File: src/rtl/vector_magnitude_seq.sv
// Bit-serial Euclidean magnitude floor(sqrt(x^2+y^2)) of two signed deltas, valid/ready on both sides.
// Build option: define MAG_ROUND_EN to round the result to nearest instead of flooring.
module vector_magnitude_seq #(
    parameter int W = 8
) (
    input  logic       clk,
    input  logic       rst,
    input  logic       in_valid,
    output logic       in_ready,
    input  logic [W:0] x_axis,
    input  logic [W:0] y_axis,
    output logic       out_valid,
    input  logic       out_ready,
    output logic [W:0] z_mag,
    output logic       z_sat,
    output logic       busy
);
    localparam int RW = 2 * W + 2;
    localparam int CW = $clog2(W + 1);
    localparam logic [W-1:0] ONE_W = 1;

    // Handshakes: a sample transfers on a clk edge where in_valid && in_ready;
    // a result transfers on a clk edge where out_valid && out_ready.
    typedef enum logic [1:0] {IDLE, SQ, ROOT, DONE} state_t;

    state_t          state_q, state_d;
    logic [W-1:0]    ax_q, ay_q;
    logic            sat_q;
    logic [RW-1:0]   rad_q;
    logic [W:0]      q_q;
    logic [W+1:0]    rem_q;
    logic [CW-1:0]   cnt_q;

    logic [1:0]      top2;
    logic [W+3:0]    trial_a, trial_b;
    logic            ge;
    logic [W+1:0]    diff, rem_nxt;
    logic [W:0]      q_nxt, result;
    logic            last_iter;

    function automatic logic [W-1:0] abs_sat(input logic [W:0] v);
        if (v == {1'b1, {W{1'b0}}}) return {W{1'b1}};
        if (v[W]) return ~v[W-1:0] + ONE_W;
        return v[W-1:0];
    endfunction

    // One restoring root step: bring down two radicand bits, try subtracting 4q+1.
    assign top2      = rad_q[RW-1 -: 2];
    assign trial_a   = {rem_q, top2};
    assign trial_b   = {1'b0, q_q, 2'b01};
    assign ge        = (trial_a >= trial_b);
    assign diff      = trial_a[W+1:0] - trial_b[W+1:0];
    assign rem_nxt   = ge ? diff : trial_a[W+1:0];
    assign q_nxt     = {q_q[W-1:0], ge};
    assign last_iter = (cnt_q == CW'(W));

`ifdef MAG_ROUND_EN
    localparam logic [W:0] ONE_Q = 1;
    // rem > q means R >= q^2 + q + 1, i.e. sqrt(R) lies above q + 0.5.
    assign result = (rem_nxt > {1'b0, q_nxt}) ? q_nxt + ONE_Q : q_nxt;
`else
    assign result = q_nxt;
`endif

    always_ff @(posedge clk) begin
        if (rst) state_q <= IDLE;
        else     state_q <= state_d;
    end

    always_comb begin
        state_d = state_q;
        case (state_q)
            IDLE:    if (in_valid) state_d = SQ;
            SQ:      state_d = ROOT;
            ROOT:    if (last_iter) state_d = DONE;
            DONE:    if (out_ready) state_d = IDLE;
            default: state_d = IDLE;
        endcase
    end

    assign in_ready  = (state_q == IDLE);
    assign out_valid = (state_q == DONE);
    assign busy      = (state_q != IDLE);

    always_ff @(posedge clk) begin
        if (rst) begin
            ax_q  <= '0;
            ay_q  <= '0;
            sat_q <= 1'b0;
            rad_q <= '0;
            q_q   <= '0;
            rem_q <= '0;
            cnt_q <= '0;
            z_mag <= '0;
            z_sat <= 1'b0;
        end else begin
            case (state_q)
                IDLE: if (in_valid) begin
                    ax_q  <= abs_sat(x_axis);
                    ay_q  <= abs_sat(y_axis);
                    sat_q <= (x_axis == {1'b1, {W{1'b0}}}) || (y_axis == {1'b1, {W{1'b0}}});
                end
                SQ: begin
                    rad_q <= RW'(ax_q) * RW'(ax_q) + RW'(ay_q) * RW'(ay_q);
                    q_q   <= '0;
                    rem_q <= '0;
                    cnt_q <= '0;
                end
                ROOT: begin
                    rad_q <= rad_q << 2;
                    q_q   <= q_nxt;
                    rem_q <= rem_nxt;
                    cnt_q <= cnt_q + CW'(1);
                    if (last_iter) begin
                        z_mag <= result;
                        z_sat <= sat_q;
                    end
                end
                default: ;
            endcase
        end
    end
endmodule

File: config.mk
export PLATFORM = sky130hd
export DESIGN_NAME = vector_magnitude_seq
export DESIGN_NICKNAME = d
export VERILOG_FILES = /design/src/rtl/vector_magnitude_seq.sv
export SDC_FILE = /design/constraint.sdc
export NUM_CORES = 1
export LEC_CHECK = 0
export ABC_AREA = 0
export CAP_MARGIN = 20
export CORE_UTILIZATION = 40
export CTS_BUF_LIST = sky130_fd_sc_hd__clkbuf_8 sky130_fd_sc_hd__clkbuf_16
export DETAILED_ROUTE_END_ITERATION = 10
export MAX_ROUTING_LAYER = met4
export PLACE_DENSITY_LB_ADDON = 0.05
export REMOVE_ABC_BUFFERS = 1
export SYNTH_ARGS = -nofsm -noshare
export SYNTH_HDL_FRONTEND = slang
export SYNTH_SLANG_ARGS = --single-unit
File: constraint.sdc
create_clock -name clk -period 5.9 [get_ports clk]
set_input_delay 1.18 -clock clk [delete_from_list [all_inputs] [get_ports clk]]
set_output_delay 1.18 -clock clk [all_outputs]
set_load 0.05 [all_outputs]
**Word level (Yosys, flattened, before mapping)**

Cells that the tools add are included.

- Magnitude comparators: 1
- Reduce and logical (&&, ||, !) cells: 7
- $add $sub $neg: 5
- Multiply operators: 2
- Equality and inequality tests: 9
- Muxes and demuxes: 35
- Bitwise logic cells: 2

Operators by type and width:

| operator | number |
|---|---|
| 8-bit 2-to-1 mux | 8 |
| 18-bit one-hot mux with 2 select lines | 1 |
| 8-bit by 8-bit multiplier with 16-bit output | 2 |
| 10-bit one-hot mux with 2 select lines | 1 |
| 9-bit == test (second input constant) | 2 |
| 1-bit 2-to-1 mux | 18 |
| 9-bit one-hot mux with 2 select lines | 1 |
| 16-bit by 16-bit adder with 17-bit output | 1 |
| 8-bit by 1-bit adder with 8-bit output (second input constant) | 2 |
| 8-bit inverter | 2 |
| 12-bit by 11-bit >= comparator with 1-bit output | 1 |
| 10-bit 2-to-1 mux | 1 |
| 10-bit subtractor | 1 |
| 2-bit one-hot mux with 4 select lines | 1 |
| 4-bit one-hot mux with 2 select lines | 1 |
| 2-bit 2-to-1 mux | 3 |
| 4-bit by 1-bit adder with 4-bit output (second input constant) | 1 |
| 2-bit == test (second input constant) | 2 |
| 4-bit == test (second input constant) | 1 |
| 2-bit inequality test (second input constant) | 2 |
| 2-bit AND reduction | 2 |
| 2-bit nonzero test | 2 |
| 3-bit AND reduction | 1 |
| 2-bit by 1-bit == test with 1-bit output (second input constant) | 1 |
| 3 further kinds | 3 |

- Register bits: 70
- Input port bits: 22

**Logic depth before layout (Yosys ltp)**

- Depth after elaboration: 11
- Depth in mapped cells: 21

**Worst setup path after synthesis**

Ideal clock, no wire load.

- Path kind: flip-flop to flip-flop
- Start: register ay_q[2]
- End: register rad_q[11]
- Path buffers: 2
- Clock period less this slack: 5,273 ps
- Stages on the path, launching flop included: 20
- Setup slack: 627 ps
- Arrival: 5,182 ps
- Data required time: 5,809 ps
- Library setup time: 91 ps
- Cells stage by stage: dfxtp_1 clkbuf_1 nand2_1 fa_1 inv_1 fa_1 fa_1 fa_1 fa_1 inv_1 fa_1 inv_1 ha_1 buf_2 a2111oi_0 o21ai_1 nand2_1 xnor2_1 nand2_1 a311oi_1

- Longest elaborated chain between the ends: 3

Ends and longest elaborated chain:

| element | RTL line | text |
|---|---|---|
| from (decl) | 27 | `logic [W-1:0] ax_q, ay_q;` |
| from (signal assigned) | 100 | `ay_q <= abs_sat(y_axis);` |
| 8-bit by 8-bit multiplier with 16-bit output | 104 | `rad_q <= RW'(ax_q) * RW'(ax_q) + RW'(ay_q) * RW'(ay_q);` |
| 16-bit by 16-bit adder with 17-bit output | 104 |  |
| 18-bit one-hot mux with 2 select lines | 97 | `case (state_q)` |
| to (signal assigned) | 104 |  |
| to (signal assigned) | 110 | `rad_q <= rad_q << 2;` |
| to (decl) | 29 | `logic [RW-1:0] rad_q;` |

Every way passes these cells.
A chain may end at the register's enable or synchronous reset.

**Worst setup path after layout**

Same ends and word-level chain as after synthesis.

==> out/summary.md <==
The flow ran to the end, and the final reports show no timing, DRC or antenna violations. The internal portion of the total power is 1.78 mW. Across all layers, the routed design uses 5403 vias. The dominant synthesized flop cell is sky130_fd_sc_hd__dfxtp_1. The worst-case IR drop observed on VDD is 350 uV. Sorting the synthesized cells by how often they occur yields sky130_fd_sc_hd__inv_1, sky130_fd_sc_hd__nand2_1, sky130_fd_sc_hd__fa_1, sky130_fd_sc_hd__ha_1, sky130_fd_sc_hd__dfxtp_1. The count of flip-flops with a built-in enable after synthesis was 0; the area added between synthesis and finish was 11.8%.

The post-synthesis average cell area works out to 8.59 sq um. The initial utilization of the core area, before any placement, comes to 40.9%. The power per standard cell area was 439 nW/um^2; the total negative slack was 0 ns. Sorting the synthesized cells by area gives the leading types as sky130_fd_sc_hd__fa_1, sky130_fd_sc_hd__dfxtp_1, sky130_fd_sc_hd__ha_1, sky130_fd_sc_hd__inv_1, sky130_fd_sc_hd__nand2_1. Port buffering added 34 buffers. Walking the worst path, the cells encountered are nand2_1 -> fa_1 -> inv_1 -> fa_1 -> fa_1 -> fa_1 -> fa_1 -> inv_1 -> fa_1 -> inv_1 -> ha_1 -> a2111oi_0 -> o21ai_1 -> nand2_1 -> xnor2_1 -> nand2_1 -> a311oi_1. Share of synthesized area spent on multiplexers: 2.27%. The number of warnings printed during yosys synthesis was 0; the post-synthesis instance total was 823.

The floorplan step defined a die boundary enclosing 18200 sq um. The final count of pins violating max slew was 0; the number of top-level design ports was 35. After clock tree synthesis, the clock-pin slew on the worst setup and hold paths is 0.06 ns.

The static leakage came out at 3.61 nW. The run gives 5566 as the via count of the first global-routing pass. The min-delay analysis places its worst path in the category register to register.

For this design, the CTS-stage hold fixing added 0 buffers. The run gives 7.34 mm as the detailed route wirelength on metal2. Setup violations remaining at the end of the flow were counted as 0.

The die width came out at 135 microns. After synthesis the cells add up to 7070 sq um. The post-synthesis adder-cell area fraction is 34.4%. Global routing usage summed across all routing layers: 20.3%. The top routing layer in use is met4.

The final critical path takes up 94.3% of the cycle. Between clock sinks in the finished design, the worst skew comes to 0.0104 ns. Counting along the longest clock path gives a buffer depth of 2. Counting the buffers created by CTS gives 9. Final routed DRC violation total: 0.

In this run the power spent charging and discharging nets is 1.69 mW. CTS built an H-tree with a depth of 3. TritonCTS built the clock tree. Of all nets on the critical path, the largest fanout is 10. The fraction of final layout cells sized beyond drive strength 1 is 4.26%, and the mean number of vias per cell is 5.05. Among all stages on the critical path, the largest delay is contributed by sky130_fd_sc_hd__fa_1.

Detailed placement ended at an HPWL of 13.6 mm. The endpoint arrival time on the critical path is 5.81 ns. The worst setup path is captured at a register. The logs give 17300 sq um for the core region area and 56 for the number of distinct standard cells referenced by the synthesized netlist. The fraction of power consumed by combinational cells was 65.6%. Derived from the worst setup path, the maximum achievable clock frequency is 0.180 GHz.

The initialized floorplan defines 48 standard-cell rows. Summing the areas of all compound-gate instances in the mapped netlist gives 13.1% of the synthesized area. Measured against its own limit, the worst slew margin works out to 30.9%.

The number of failing hold endpoints at the final stage was 0. The actual transition at the worst max-transition pin was 1.03 ns. For this run, the slowest stage of the critical path takes 0.54 ns.

Most frequent cell after synthesis: sky130_fd_sc_hd__inv_1. STA classifies the critical path startpoint as a register. Counting I/O delays and the setup requirement, the final critical path takes 5.56 ns.

In the synthesized netlist the async set-or-reset flop fraction comes to 0%. After detailed routing, the wire length on met1 is 8.73 mm. Minimum hold slack: 0.453 ns. Setup repair after global routing left no endpoint under its margin.

The tools report the number of diodes added for antenna fixing as 0. The logs give 16.8 mm for the total routed wirelength and 1012 for the final layout net count. Count of antenna-violating nets left after detailed routing: 0. In this run, the number of DRC markers left after iteration 0 of detailed routing was 178.

The tools report the sequential fraction of the synthesis area as 19.8%. The setup path with the least slack is of type register to register. The number of violations of the max-capacitance limit was 0. Initial antenna violation count: 0.

The proportion of netlist area held by the largest area contributor was 21.5%; the switching power share of the total was 48.7%. The logs give 15.6% for the clock share of power and 27.9 mm for the global-route wire length before repair. Most common cell type on the critical path: sky130_fd_sc_hd__fa_1.

For this run, the detailed router's first-pass iteration total came to 4. The tools report the library cell used as clock root buffer as sky130_fd_sc_hd__clkbuf_16. The largest total area in the synthesized netlist belongs to sky130_fd_sc_hd__fa_1. Per report_power, the sequential group accounts for 18.8% of the total. The total length of routed met3 wires was 599 microns. At the end of routability-driven placement, the weighted congestion stood at 0.887. The xor and xnor fraction of the mapped netlist area works out to 4.34%.

Entering global routing, the biggest net connects 60 pins. Synthesis inferred 70 register bits. The detail-routed net length per standard cell is 15.7 microns, and the later-pin clock latency in the skew report is 0.34 ns.

For this design, the sink count on the clock tree is 70. Dominant combinational cell family by area after synthesis: adder cells. Summing the areas of all and, or, nand and nor instances in the mapped netlist gives 17.5% of the synthesized area. The number of buffers and inverters on the critical path was 3; the overall overflow remaining after global route was 0. STA puts the critical path data required time at 6.15 ns.

In this run the vertical extent of the chip is 135 microns. The critical path's top delay family was adder cells.
-- metrics by stage --
step / setup WS (ns) / instances / area (sq um) / utilization [%] / power [mW]
after global placement: 0.351 / 1055 / 7600 / 44.0 / 2.93
after CTS: 0.267 / 1070 / 7890 / 45.6 / 3.50
after floorplan: 0.740 / 788 / 6930 / - / 2.36
after global routing: 0.0404 / 1070 / 7900 / 45.7 / 3.84
final: 0.337 / 1070 / 7900 / 45.7 / 3.47
after detailed placement: 0.274 / 1055 / 7600 / 44.0 / 2.95
-- final timing paths --
path                                          endpoint                  start  cells past startpoint  slack (ns)
worst max register to register  rad_q[11]$_SDFFE_PP0P_   ay_q[2]$_SDFFE_PP0P_                     17        0.34
worst min register to register   z_mag[8]$_SDFFE_PP0P_  z_mag[8]$_SDFFE_PP0P_                      2        0.45
worst max-delay path            rad_q[11]$_SDFFE_PP0P_   ay_q[2]$_SDFFE_PP0P_                     17        0.34
worst min-delay path             z_mag[8]$_SDFFE_PP0P_  z_mag[8]$_SDFFE_PP0P_                      2        0.45
-- layer usage --
metal  global-route usage [%]  vias to the layer above
met3                     3.15                       13
met5                        -                        -
met4                     4.74                        0
met1                     28.3                     2598
met2                     30.8                       73
li1                         -                     2719
-- flip-flops by register name (all words and copies together) (netlist names) --
register / count
ax_q: 8
ay_q: 8
cnt_q: 4
q_q: 9
rad_q: 18
rem_q: 10
sat_q: 1
state_q: 2
z_mag: 9
z_sat: 1
-- power groups by stage --
stage / logic, mW / registers [mW] / clock network (mW)
CTS: 2.30 / 0.652 / 0.554
finish: 2.27 / 0.653 / 0.539
detailed placement: 2.29 / 0.662 / 0
floorplan: 1.72 / 0.634 / 0
global placement: 2.27 / 0.657 / 0
global route: 2.60 / 0.667 / 0.572
-- kinds of logic (layout without fill, tap and decap cells) --
logic type               after synthesis  after routing
XOR/XNOR                              35             35
buffers and inverters                159            181
flip-flops                            70             70
adder cells (fa/ha/maj)              149            149
multiplexers                          16             16
AO/OA/AOI/OAI                        141            141
AND/OR/NAND/NOR                      253            253
-- final cells by class --
type                       instances  area, sq um
tap                              225          282
inverter                         124          465
clock inverter                     6         63.8
timing repair buffer              42          395
clock buffer                       9          225
fill                            1730         9390
sequential                        70         1400
multi-input combinational        594         5070
-- worst register-to-register path, cell delays in order (launching register included) --
cell	delay [ns]
sky130_fd_sc_hd__dfxtp_1	0.49
sky130_fd_sc_hd__nand2_1	0.13
sky130_fd_sc_hd__fa_1	0.54
sky130_fd_sc_hd__inv_1	0.08
sky130_fd_sc_hd__fa_1	0.47
sky130_fd_sc_hd__fa_1	0.52
sky130_fd_sc_hd__fa_1	0.52
sky130_fd_sc_hd__fa_1	0.54
sky130_fd_sc_hd__inv_1	0.06
sky130_fd_sc_hd__fa_1	0.53
sky130_fd_sc_hd__inv_1	0.04
sky130_fd_sc_hd__ha_1	0.41
sky130_fd_sc_hd__a2111oi_0	0.42
sky130_fd_sc_hd__o21ai_1	0.13
sky130_fd_sc_hd__nand2_1	0.12
sky130_fd_sc_hd__xnor2_1	0.15
sky130_fd_sc_hd__nand2_1	0.07
sky130_fd_sc_hd__a311oi_1	0.26
-- timing repair --
action                     4_1_cts  5_1_grt
setup endpoints to repair        0        2
setup buffers                    0        0
gates resized for setup          0        2
-- layout by cell type (no fill, tap or decap), types with 20 or more instances in the layout --
| master | n |
|---|---|
| sky130_fd_sc_hd__fa_1 | 76 |
| sky130_fd_sc_hd__nor2_1 | 48 |
| sky130_fd_sc_hd__dfxtp_1 | 70 |
| sky130_fd_sc_hd__and2_1 | 34 |
| sky130_fd_sc_hd__xnor2_1 | 20 |
| sky130_fd_sc_hd__inv_1 | 123 |
| sky130_fd_sc_hd__a211oi_1 | 20 |
| sky130_fd_sc_hd__clkdlybuf4s50_1 | 33 |
| sky130_fd_sc_hd__a21oi_1 | 44 |
| sky130_fd_sc_hd__nand2_1 | 87 |
| sky130_fd_sc_hd__ha_1 | 73 |
| sky130_fd_sc_hd__nand3_1 | 22 |
No activity file was read; power rests on OpenSTA's default activity.
